File: src/rtl/riot_pkg.sv
// Shared encodings for the RIOT-style port/timer block: prescale selects,
// divisors, address-field bit positions and flag-byte layout.
package riot_pkg;

    typedef enum logic [1:0] {
        PS_DIV1    = 2'd0,
        PS_DIV8    = 2'd1,
        PS_DIV64   = 2'd2,
        PS_DIV1024 = 2'd3
    } prescale_e;

    localparam int unsigned DIV_1    = 1;
    localparam int unsigned DIV_8    = 8;
    localparam int unsigned DIV_64   = 64;
    localparam int unsigned DIV_1024 = 1024;
    localparam int unsigned PS_CNT_W = 10;

    // Address fields
    localparam int unsigned A_SPACE   = 4;
    localparam int unsigned A_TIMER   = 3;
    localparam int unsigned A_TIE     = 2;
    localparam int unsigned A_PORT_HI = 2;
    localparam int unsigned A_PORT_LO = 1;
    localparam int unsigned A_REG     = 0;
    localparam int unsigned A_EPOL    = 0;
    localparam int unsigned A_EIE     = 1;

    // Flag byte
    localparam int unsigned FLAG_T = 7;
    localparam int unsigned FLAG_E = 6;

    // Terminal count of the prescale counter for a given select
    function automatic logic [PS_CNT_W-1:0] div_limit(input prescale_e ps);
        case (ps)
            PS_DIV1:  return PS_CNT_W'(DIV_1 - 1);
            PS_DIV8:  return PS_CNT_W'(DIV_8 - 1);
            PS_DIV64: return PS_CNT_W'(DIV_64 - 1);
            default:  return PS_CNT_W'(DIV_1024 - 1);
        endcase
    endfunction

endpackage

File: src/rtl/riot_interval_timer.sv
// 8-bit interval timer: prescale counter, down-counter, underflow handling
// (forced /1 after underflow until reload) and the timer flag.
module riot_interval_timer
    import riot_pkg::*;
(
    input  logic       clk,
    input  logic       rst_n,
    input  logic       load,
    input  logic [7:0] load_val,
    input  prescale_e  psel,
    input  logic       clr,
    output logic [7:0] timer,
    output logic       tflag
);

    logic [PS_CNT_W-1:0] cnt_q;
    logic [PS_CNT_W-1:0] limit;
    prescale_e           ps_q;
    logic                forced_q;
    logic                tick;

    assign limit = forced_q ? '0 : div_limit(ps_q);
    assign tick  = (cnt_q == limit);

    // A load overrides any concurrent underflow; a flag set beats a clear
    always_ff @(posedge clk or negedge rst_n) begin
        if (!rst_n) begin
            cnt_q    <= '0;
            ps_q     <= PS_DIV1024;
            forced_q <= 1'b0;
            timer    <= 8'hFF;
            tflag    <= 1'b0;
        end else if (load) begin
            cnt_q    <= '0;
            ps_q     <= psel;
            forced_q <= 1'b0;
            timer    <= load_val;
            tflag    <= 1'b0;
        end else begin
            cnt_q <= tick ? '0 : cnt_q + PS_CNT_W'(1);
            if (tick) begin
                if (timer == 8'h00) begin
                    timer    <= 8'hFF;
                    forced_q <= 1'b1;
                end else begin
                    timer <= timer - 8'd1;
                end
            end
            if (tick && timer == 8'h00) tflag <= 1'b1;
            else if (clr)               tflag <= 1'b0;
        end
    end

endmodule

File: src/rtl/riot_port_timer.sv
// 6530/6532-style I/O ports plus interval timer with registered irq_n.
// Optional PI[PORT_W-1] edge detector enabled by RIOT_EDGE_DETECT_EN.
module riot_port_timer
    import riot_pkg::*;
#(
    parameter int unsigned NUM_PORTS = 2,
    parameter int unsigned PORT_W    = 8
) (
    input  logic                        phi2,
    input  logic                        rst_n,
    input  logic                        cs,
    input  logic                        we_n,
    input  logic [4:0]                  A,
    input  logic [7:0]                  DI,
    output logic [7:0]                  DO,
    output logic                        OE,
    input  logic [NUM_PORTS*PORT_W-1:0] PI,
    output logic [NUM_PORTS*PORT_W-1:0] PO,
    output logic [NUM_PORTS*PORT_W-1:0] DDR,
    output logic                        irq_n
);

    logic [1:0] p;
    logic       port_sel, tmr_sel, wr, rd;
    logic       tmr_load, tmr_clr, flag_rd;
    logic       tie_q, tflag, eflag, eie;
    logic [7:0] tmr_val, port_rd, flag_byte;

    assign p        = A[A_PORT_HI:A_PORT_LO];
    assign port_sel = ~A[A_SPACE] & ~A[A_TIMER];
    assign tmr_sel  = ~A[A_SPACE] &  A[A_TIMER];
    assign wr       = cs & ~we_n;
    assign rd       = cs &  we_n;
    assign OE       = rd;
    assign tmr_load = wr & tmr_sel;
    assign tmr_clr  = rd & tmr_sel & ~A[A_REG];
    assign flag_rd  = rd & tmr_sel &  A[A_REG];

    // Port data / direction registers; out-of-range ports ignore writes
    always_ff @(posedge phi2 or negedge rst_n) begin
        if (!rst_n) begin
            PO  <= '0;
            DDR <= '0;
        end else if (wr && port_sel) begin
            for (int i = 0; i < NUM_PORTS; i++) begin
                if (p == 2'(i)) begin
                    if (A[A_REG]) DDR[i*PORT_W +: PORT_W] <= DI[PORT_W-1:0];
                    else          PO[i*PORT_W +: PORT_W]  <= DI[PORT_W-1:0];
                end
            end
        end
    end

    always_ff @(posedge phi2 or negedge rst_n) begin
        if (!rst_n)                    tie_q <= 1'b0;
        else if (tmr_load || tmr_clr)  tie_q <= A[A_TIE];
    end

    riot_interval_timer u_timer (
        .clk      (phi2),
        .rst_n    (rst_n),
        .load     (tmr_load),
        .load_val (DI),
        .psel     (prescale_e'(A[1:0])),
        .clr      (tmr_clr),
        .timer    (tmr_val),
        .tflag    (tflag)
    );

`ifdef RIOT_EDGE_DETECT_EN
    logic prev_q, edge_pol_q, eie_q, eflag_q, edge_hit;

    assign edge_hit = edge_pol_q ? ( PI[PORT_W-1] & ~prev_q)
                                 : (~PI[PORT_W-1] &  prev_q);

    always_ff @(posedge phi2 or negedge rst_n) begin
        if (!rst_n) begin
            prev_q     <= 1'b0;
            edge_pol_q <= 1'b0;
            eie_q      <= 1'b0;
            eflag_q    <= 1'b0;
        end else begin
            prev_q <= PI[PORT_W-1];
            if (wr && A[A_SPACE]) begin
                edge_pol_q <= A[A_EPOL];
                eie_q      <= A[A_EIE];
            end
            if (edge_hit)     eflag_q <= 1'b1;
            else if (flag_rd) eflag_q <= 1'b0;
        end
    end

    assign eflag = eflag_q;
    assign eie   = eie_q;
`else
    assign eflag = 1'b0;
    assign eie   = 1'b0;
`endif

    always_ff @(posedge phi2 or negedge rst_n) begin
        if (!rst_n) irq_n <= 1'b1;
        else        irq_n <= ~((tflag & tie_q) | (eflag & eie));
    end

    // Read data: pins for inputs, PO for outputs, zero-extended
    always_comb begin
        port_rd = 8'h00;
        for (int i = 0; i < NUM_PORTS; i++) begin
            if (p == 2'(i)) begin
                if (A[A_REG]) port_rd = 8'(DDR[i*PORT_W +: PORT_W]);
                else          port_rd = 8'((PO[i*PORT_W +: PORT_W] & DDR[i*PORT_W +: PORT_W]) |
                                           (PI[i*PORT_W +: PORT_W] & ~DDR[i*PORT_W +: PORT_W]));
            end
        end
    end

    always_comb begin
        flag_byte         = 8'h00;
        flag_byte[FLAG_T] = tflag;
        flag_byte[FLAG_E] = eflag;
    end

    always_comb begin
        DO = 8'h00;
        if (port_sel)     DO = port_rd;
        else if (tmr_sel) DO = A[A_REG] ? flag_byte : tmr_val;
    end

endmodule
File: config.mk
export PLATFORM = sky130hd
export DESIGN_NAME = riot_port_timer
export DESIGN_NICKNAME = d
export VERILOG_FILES = /design/src/rtl/riot_pkg.sv /design/src/rtl/riot_interval_timer.sv /design/src/rtl/riot_port_timer.sv
export SDC_FILE = /design/constraint.sdc
export NUM_CORES = 1
export LEC_CHECK = 0
export CAP_MARGIN = 40
export CORE_MARGIN = 8
export CORE_UTILIZATION = 49
export CTS_CLUSTER_SIZE = 40
export DETAILED_ROUTE_END_ITERATION = 10
export PLACE_DENSITY = 0.8
export REMOVE_ABC_BUFFERS = 1
export SYNTH_ARGS = -nofsm -noshare
export SYNTH_HDL_FRONTEND = slang
export SYNTH_SLANG_ARGS = --single-unit
export TNS_END_PERCENT = 50
File: constraint.sdc
create_clock -name phi2 -period 2.2 [get_ports phi2]
set_clock_uncertainty 0.05 [all_clocks]
set_input_delay 0.33 -clock phi2 [delete_from_list [all_inputs] [get_ports phi2]]
set_output_delay 0.33 -clock phi2 [all_outputs]
set_load 0.02 [all_outputs]
### Word-level counts from Yosys, hierarchy flattened

Cells that the tools add are included.

| word-level totals | value |
|---|---|
| register bits after elaboration | 56 |
| logic and storage cells | 72 |

| cells by class | value |
|---|---|
| bitwise gates (word level) | 21 |
| reductions and logical operators | 14 |
| eq/ne operators | 4 |
| $add $sub $neg | 2 |
| muxes and demuxes | 20 |

Operators with widths:

| operator | count |
|---|---|
| $mux W8 | 10 |
| $and A8 B8 Y8 | 4 |
| $mux W10 | 3 |
| $pmux W10 S3 | 1 |
| $not A8 Y8 | 2 |
| $or A8 B8 Y8 | 2 |
| $reduce_and A3 Y1 | 4 |
| $add A10 B1 Y10 const B | 1 |
| $eq A10 B10 Y1 | 1 |
| $and A1 B1 Y1 | 8 |
| $logic_not A8 Y1 | 1 |
| $sub A8 B1 Y8 const B | 1 |
| $mux W1 | 6 |
| $not A1 Y1 | 5 |
| $eq A2 B1 Y1 const B | 2 |
| $logic_not A2 Y1 | 2 |
| $reduce_bool A2 Y1 | 2 |
| $reduce_bool A3 Y1 | 1 |
| $eq A2 B2 Y1 const B | 1 |
| $logic_and A1 B1 Y1 | 2 |
| $reduce_and A2 Y1 | 1 |
| $logic_or A1 B1 Y1 | 1 |

### Logic depth before layout (Yosys ltp)

| depth | value |
|---|---|
| word-level depth | 7 |
| gate-level depth with buffers | 7 |
| depth with buffers taken out | 7 |

### By module

From an unflattened synthesis, not the netlist that was laid out.

| unflattened totals | value |
|---|---|
| cells, all modules | 281 |
| area, all modules | 3,056.7 µm² |

By module, submodules not included:

| module | times used | area each (µm²) | cells each |
|---|---|---|---|
| riot_port_timer | 1 | 1,783.0 | 146 |
| riot_interval_timer | 1 | 1,273.7 | 135 |

### Worst setup path before layout

No wires, ideal clock.

| timing path | value |
|---|---|
| path type | input port to output port |
| from | in A[0] |
| to | out DO[7] |
| path buffers | 1 |
| arrival | 1.713 ns |
| required time | 1.820 ns |
| slack | 0.107 ns |
| cell stages on the path | 5 |
| cells stage by stage | clkbuf_1 -> or3b_2 -> a21oi_1 -> a211oi_1 -> a211oi_1 |

| on the way | value |
|---|---|
| cells in the longest elaborated chain, start to end | 4 |

Ends and longest elaborated chain:

| what | RTL line | source |
|---|---|---|
| start: declaration | riot_port_timer.sv:13 | `input logic [4:0] A,` |
| $mux W8 | riot_port_timer.sv:110 | `if (A[A_REG]) port_rd = 8'(DDR[i*PORT_W +: PORT_W]);` |
| $mux W8 (2 in a row) | riot_port_timer.sv:109 | `if (p == 2'(i)) begin` |
| $mux W8 (*) | riot_port_timer.sv:125 | `if (port_sel) DO = port_rd;` |
| end: declaration | riot_port_timer.sv:15 | `output logic [7:0] DO,` |

Every way passes the cells marked *; elsewhere a longest branch is shown, timed or not.

### Worst setup path after layout

| timing path | value |
|---|---|
| from | in PI[12] |
| to | out DO[4] |

| on the way | value |
|---|---|
| cells in the longest elaborated chain, start to end | 5 |

Ends and longest elaborated chain:

| what | RTL line | source |
|---|---|---|
| start: declaration | riot_port_timer.sv:17 | `input logic [NUM_PORTS*PORT_W-1:0] PI,` |
| $and A8 B8 Y8 | riot_port_timer.sv:112 | `(PI[i*PORT_W +: PORT_W] & ~DDR[i*PORT_W +: PORT_W]));` |
| $or A8 B8 Y8 | riot_port_timer.sv:111 | `else port_rd = 8'((PO[i*PORT_W +: PORT_W] & DDR[i*PORT_W +: PORT_W]) \|` |
| $mux W8 | riot_port_timer.sv:110 |  |
| $mux W8 | riot_port_timer.sv:109 |  |
| $mux W8 | riot_port_timer.sv:125 |  |

Every way passes these cells.

==> metrics.txt <==
# TYPE chip_impl_metric gauge
chip_impl_metric{name="drt_iter0_markers",unit=""} 132
chip_impl_metric{name="mean_area_per_synthesized_cell",unit="µm²"} 10.3
chip_impl_metric{name="switching_share",unit="%"} 34.0
chip_impl_metric{name="avgViaCountPerCell",unit=""} 5.76
chip_impl_metric{name="cts-root-to-sink-buffers",unit=""} 2
chip_impl_info{name="cts_root_buf",value="sky130_fd_sc_hd__clkbuf_8"} 1
chip_impl_info{name="rsz0062_at_grt",value="yes"} 1
chip_impl_metric{name="grt_first_pass_wirelength",unit="µm"} 14400
chip_impl_metric{name="grt_max_degree",unit=""} 57
chip_impl_metric{name="synth.yosys.seq_area_share",unit="%"} 46.8
chip_impl_metric{name="number_of_global_route_vias_before_repair",unit=""} 2869
chip_impl_metric{name="synthesis.instances",unit=""} 294
chip_impl_metric{name="final_layout_size_suffix_gt1_share",unit="%"} 32.3
chip_impl_metric{name="layout.core_utilization",unit="%"} 72.9
chip_impl_info{name="regToRegEndpoint",value="u_timer.timer[3]$_DFFE_PN1P_"} 1
chip_impl_metric{name="worst_ep_required_time",unit="ns"} 1.82
chip_impl_info{name="final_cell_mix",value="sky130_fd_sc_hd__clkdlybuf4s50_1, sky130_fd_sc_hd__dfrtp_1, sky130_fd_sc_hd__buf_4"} 1
chip_impl_info{name="r2r_start",value="u_timer.cnt_q[6]$_DFF_PN0_"} 1
chip_impl_metric{name="finalInstanceArea",unit="µm²"} 4340
chip_impl_info{name="hold_path.class",value="reg2reg"} 1
chip_impl_metric{name="grt_total_ovfl",unit=""} 0
chip_impl_metric{name="yosysWarningCount",unit=""} 0
chip_impl_metric{name="finalWorstPathRequiredPeriod",unit="ns"} 2.15
chip_impl_metric{name="regToRegSetupSlack",unit="ns"} 0.12
chip_impl_metric{name="multi_input_comb_area",unit="µm²"} 1610
chip_impl_metric{name="syn-cell-area",unit="µm²"} 3030
chip_impl_metric{name="final.setup.tns",unit="ns"} 0
chip_impl_metric{name="detailedRoute.firstPassIterationCount",unit=""} 4
chip_impl_metric{name="vias_after_detailed_routing",unit=""} 2746
chip_impl_metric{name="yosys_reg_bits",unit=""} 56
chip_impl_info{name="timing.critical_path.from_type",value="input pin"} 1
chip_impl_info{name="layout_commonest_cell",value="sky130_fd_sc_hd__clkdlybuf4s50_1"} 1
chip_impl_metric{name="synth-async-reset-ratio",unit="%"} 100
chip_impl_metric{name="pre_cts_ws",unit="ns"} -0.701
chip_impl_metric{name="clk_pin_slew",unit="ns"} 0.11
chip_impl_metric{name="initial_utilization",unit="%"} 50.8
chip_impl_metric{name="placement.io_buffers",unit=""} 74
chip_impl_metric{name="report.final.slew_viol_count",unit=""} 0
chip_impl_metric{name="max_clock_freq",unit="MHz"} 466
chip_impl_metric{name="worstPathArrival",unit="ns"} 1.77
chip_impl_metric{name="synth_edf_count",unit=""} 0
chip_impl_metric{name="fin_crit_sh",unit="%"} 97.6
chip_impl_metric{name="pwr-share-seq",unit="%"} 44.2
chip_impl_metric{name="top_level_ports",unit=""} 75
chip_impl_metric{name="route.final.wire_length",unit="µm"} 9060
chip_impl_metric{name="dp_hpwl",unit="µm"} 6400
chip_impl_metric{name="insertion_delay",unit="ns"} 0.32
chip_impl_metric{name="peakVddDrop",unit="mV"} 0.483
chip_impl_metric{name="num_rows",unit=""} 28
chip_impl_info{name="worstSetupEndpointType",value="output pin"} 1
chip_impl_metric{name="drt-wirelength-per-cell",unit="µm"} 19.0
chip_impl_metric{name="powerDensity",unit="nW/µm²"} 776
chip_impl_metric{name="cts_inserted_buffers",unit=""} 5
chip_impl_metric{name="n_fill_cell",unit=""} 447
chip_impl_info{name="run_status",value="finished, final reports clean"} 1
chip_impl_metric{name="setup_viol_count_final",unit=""} 0
chip_impl_metric{name="antenna_found_initial",unit=""} 0
chip_impl_info{name="critPathCapture",value="DO[4]"} 1
chip_impl_metric{name="finalPower",unit="mW"} 3.37
chip_impl_metric{name="drv.max_cap_violation_count",unit=""} 0
chip_impl_metric{name="synth.distinct_cells",unit=""} 48
chip_impl_metric{name="internal_power",unit="mW"} 2.22
chip_impl_metric{name="tightest_slew",unit="ns"} 0.536
chip_impl_metric{name="timing.max_slew.rel_slack",unit="%"} 63.9
chip_impl_metric{name="diodes",unit=""} 0
chip_impl_metric{name="fp.dieH",unit="µm"} 94.6
chip_impl_metric{name="seqCellArea",unit="µm²"} 1420
chip_impl_metric{name="timing.final.hold_violations",unit=""} 0
chip_impl_info{name="tritoncts",value="done"} 1
chip_impl_metric{name="cts_setup_buffers",unit=""} 0
chip_impl_metric{name="cts_sinks",unit=""} 56
chip_impl_metric{name="combinational_power_share",unit="%"} 35.9
chip_impl_metric{name="clock_power_share",unit="%"} 19.9
chip_impl_metric{name="worst-r2r-cell-count",unit=""} 5
chip_impl_metric{name="nets",unit=""} 437
chip_impl_metric{name="overall_fraction_of_global_route_tracks_in_use",unit="%"} 20.5
chip_impl_metric{name="detail_route.drc_violations",unit=""} 0
chip_impl_metric{name="antenna_violating_nets_post_route",unit=""} 0
chip_impl_metric{name="core_area",unit="µm²"} 5960
chip_impl_metric{name="cp_max_fo",unit=""} 1
chip_impl_metric{name="dieWidth",unit="µm"} 94.6
chip_impl_metric{name="fp.dieArea",unit="µm²"} 8940
chip_impl_metric{name="power.static_leakage",unit="nW"} 1.94
chip_impl_metric{name="layout-area-overhead-vs-synth",unit="%"} 43.5
chip_impl_info{name="setup.worst_path.class",value="in2out"} 1
chip_impl_metric{name="netSwitchingPower",unit="mW"} 1.15
chip_impl_metric{name="htree_num_levels",unit=""} 2
chip_impl_info{name="synth_flop_cell",value="sky130_fd_sc_hd__dfrtp_1"} 1
chip_impl_metric{name="detailed_place.area",unit="µm²"} 4120
chip_impl_metric{name="worst_slack",unit="ns"} 0.0524
chip_impl_metric{name="routability_congestion_estimate_from_global_placement",unit=""} 0.876
chip_impl_info{name="crit_startpoint",value="PI[12]"} 1
[power groups by stage]
| stage | Clock, mW | Combinational [mW] | Sequential (mW) |
|---|---|---|---|
| after global placement | 0 | 1.12 | 1.48 |
| after CTS | 0.684 | 1.18 | 1.48 |
| after floorplan | 0 | 0.558 | 1.55 |
| final | 0.669 | 1.21 | 1.49 |
| after global routing | 0.723 | 1.32 | 1.51 |
| after detailed placement | 0 | 1.15 | 1.49 |
[per-stage QoR]
step	hold WS (ns)	cells
after global routing	0.379	477
after detailed placement	0.303	466
after CTS	0.366	476
after floorplan	-0.0156	281
final	0.359	477
after global placement	0.297	466
[registers in the layout (all words and copies together), names as in the netlist]
| name | count |
|---|---|
| PO | 16 |
| tie_q | 1 |
| u_timer.cnt_q | 10 |
| u_timer.tflag | 1 |
| irq_n | 1 |
| u_timer.forced_q | 1 |
| DDR | 16 |
| u_timer.ps_q | 2 |
| u_timer.timer | 8 |
[how the worst min path moves through the flow]
stage / startpoint / endpoint / cells past startpoint
after floorplan: rst_n / DDR[0]$_DFFE_PN0P_ / 0
after global placement: rst_n / u_timer.cnt_q[3]$_DFF_PN0_ / 2
after detailed placement: rst_n / u_timer.cnt_q[2]$_DFF_PN0_ / 2
after CTS: tie_q$_DFFE_PN0P_ / irq_n$_DFF_PN1_ / 1
after global routing: tie_q$_DFFE_PN0P_ / irq_n$_DFF_PN1_ / 1
final: tie_q$_DFFE_PN0P_ / irq_n$_DFF_PN1_ / 1
[what timing repair did]
action,CTS,global route
pin swaps,4,10
gates cloned,1,1
hold endpoints to repair,45,0
setup endpoints to repair,8,9
gates resized for setup,51,19
hold buffers,1,0
[layer usage]
| metal | GRT usage, % | up-vias | wire length, µm |
|---|---|---|---|
| li1 | - | 1278 | - |
| met1 | 25.7 | 1350 | 3820 |
| met2 | 34.1 | 105 | 4440 |
| met3 | 4.21 | 13 | 679 |
| met4 | 7.15 | 0 | 123 |
| met5 | 0 | - | 0 |
[final cells by class]
class	instances	area share, %
clock buffer	5	1.59
sequential	56	32.6
inverter	4	0.346
timing repair buffer	113	25.1
clock inverter	3	0.980
tap	75	2.16
multi-input combinational	221	37.2
[cells by family after synthesis]
| group | after synthesis | share of synthesized area, % |
|---|---|---|
| flops | 56 | 46.8 |
| fa+ha+maj | 3 | 1.24 |
| xor+xnor | 8 | 2.32 |
| buf+inv | 17 | 2.32 |
| simple gates | 99 | 18.5 |
| compound gates | 71 | 14.2 |
| mux | 40 | 14.6 |
[critical path, cell delays in order]
cell and delay [ns]:
sky130_fd_sc_hd__clkdlybuf4s50_1 0.46, sky130_fd_sc_hd__or3b_4 0.38, sky130_fd_sc_hd__a21oi_2 0.13, sky130_fd_sc_hd__a21oi_1 0.05, sky130_fd_sc_hd__o22a_1 0.20, sky130_fd_sc_hd__nor2_1 0.09
sky130_fd_sc_hd__buf_4 0.15
[Yosys cell counts, types with 2 or more instances]
| library cell | count | area share, % |
|---|---|---|
| sky130_fd_sc_hd__a211o_1 | 3 | 0.87 |
| sky130_fd_sc_hd__a211oi_1 | 2 | 0.50 |
| sky130_fd_sc_hd__a21oi_1 | 19 | 3.1 |
| sky130_fd_sc_hd__a311oi_1 | 2 | 0.58 |
| sky130_fd_sc_hd__a41oi_1 | 2 | 0.58 |
| sky130_fd_sc_hd__and3_1 | 6 | 1.2 |
| sky130_fd_sc_hd__buf_2 | 5 | 0.83 |
| sky130_fd_sc_hd__clkbuf_1 | 7 | 0.87 |
| sky130_fd_sc_hd__dfrtp_1 | 45 | 37 |
| sky130_fd_sc_hd__dfstp_2 | 11 | 9.6 |
| sky130_fd_sc_hd__ha_1 | 3 | 1.2 |
| sky130_fd_sc_hd__inv_1 | 4 | 0.50 |
| sky130_fd_sc_hd__mux2_2 | 34 | 13 |
| sky130_fd_sc_hd__mux2i_1 | 6 | 2.0 |
| sky130_fd_sc_hd__nand2_1 | 21 | 2.6 |
| sky130_fd_sc_hd__nand2b_1 | 11 | 2.3 |
| sky130_fd_sc_hd__nand3_1 | 5 | 0.83 |
| sky130_fd_sc_hd__nand4b_1 | 2 | 0.58 |
| sky130_fd_sc_hd__nor2_1 | 26 | 3.2 |
| sky130_fd_sc_hd__nor3_1 | 4 | 0.66 |
| sky130_fd_sc_hd__nor3_2 | 2 | 0.66 |
| sky130_fd_sc_hd__nor4_1 | 2 | 0.41 |
| sky130_fd_sc_hd__o21ai_0 | 29 | 4.8 |
| sky130_fd_sc_hd__o22a_1 | 4 | 1.2 |
| sky130_fd_sc_hd__o31ai_1 | 2 | 0.50 |
| sky130_fd_sc_hd__or3b_2 | 9 | 2.6 |
| sky130_fd_sc_hd__xnor2_1 | 5 | 1.4 |
| sky130_fd_sc_hd__xor2_1 | 3 | 0.87 |
Note: power is estimated with default switching activity, not from simulation.
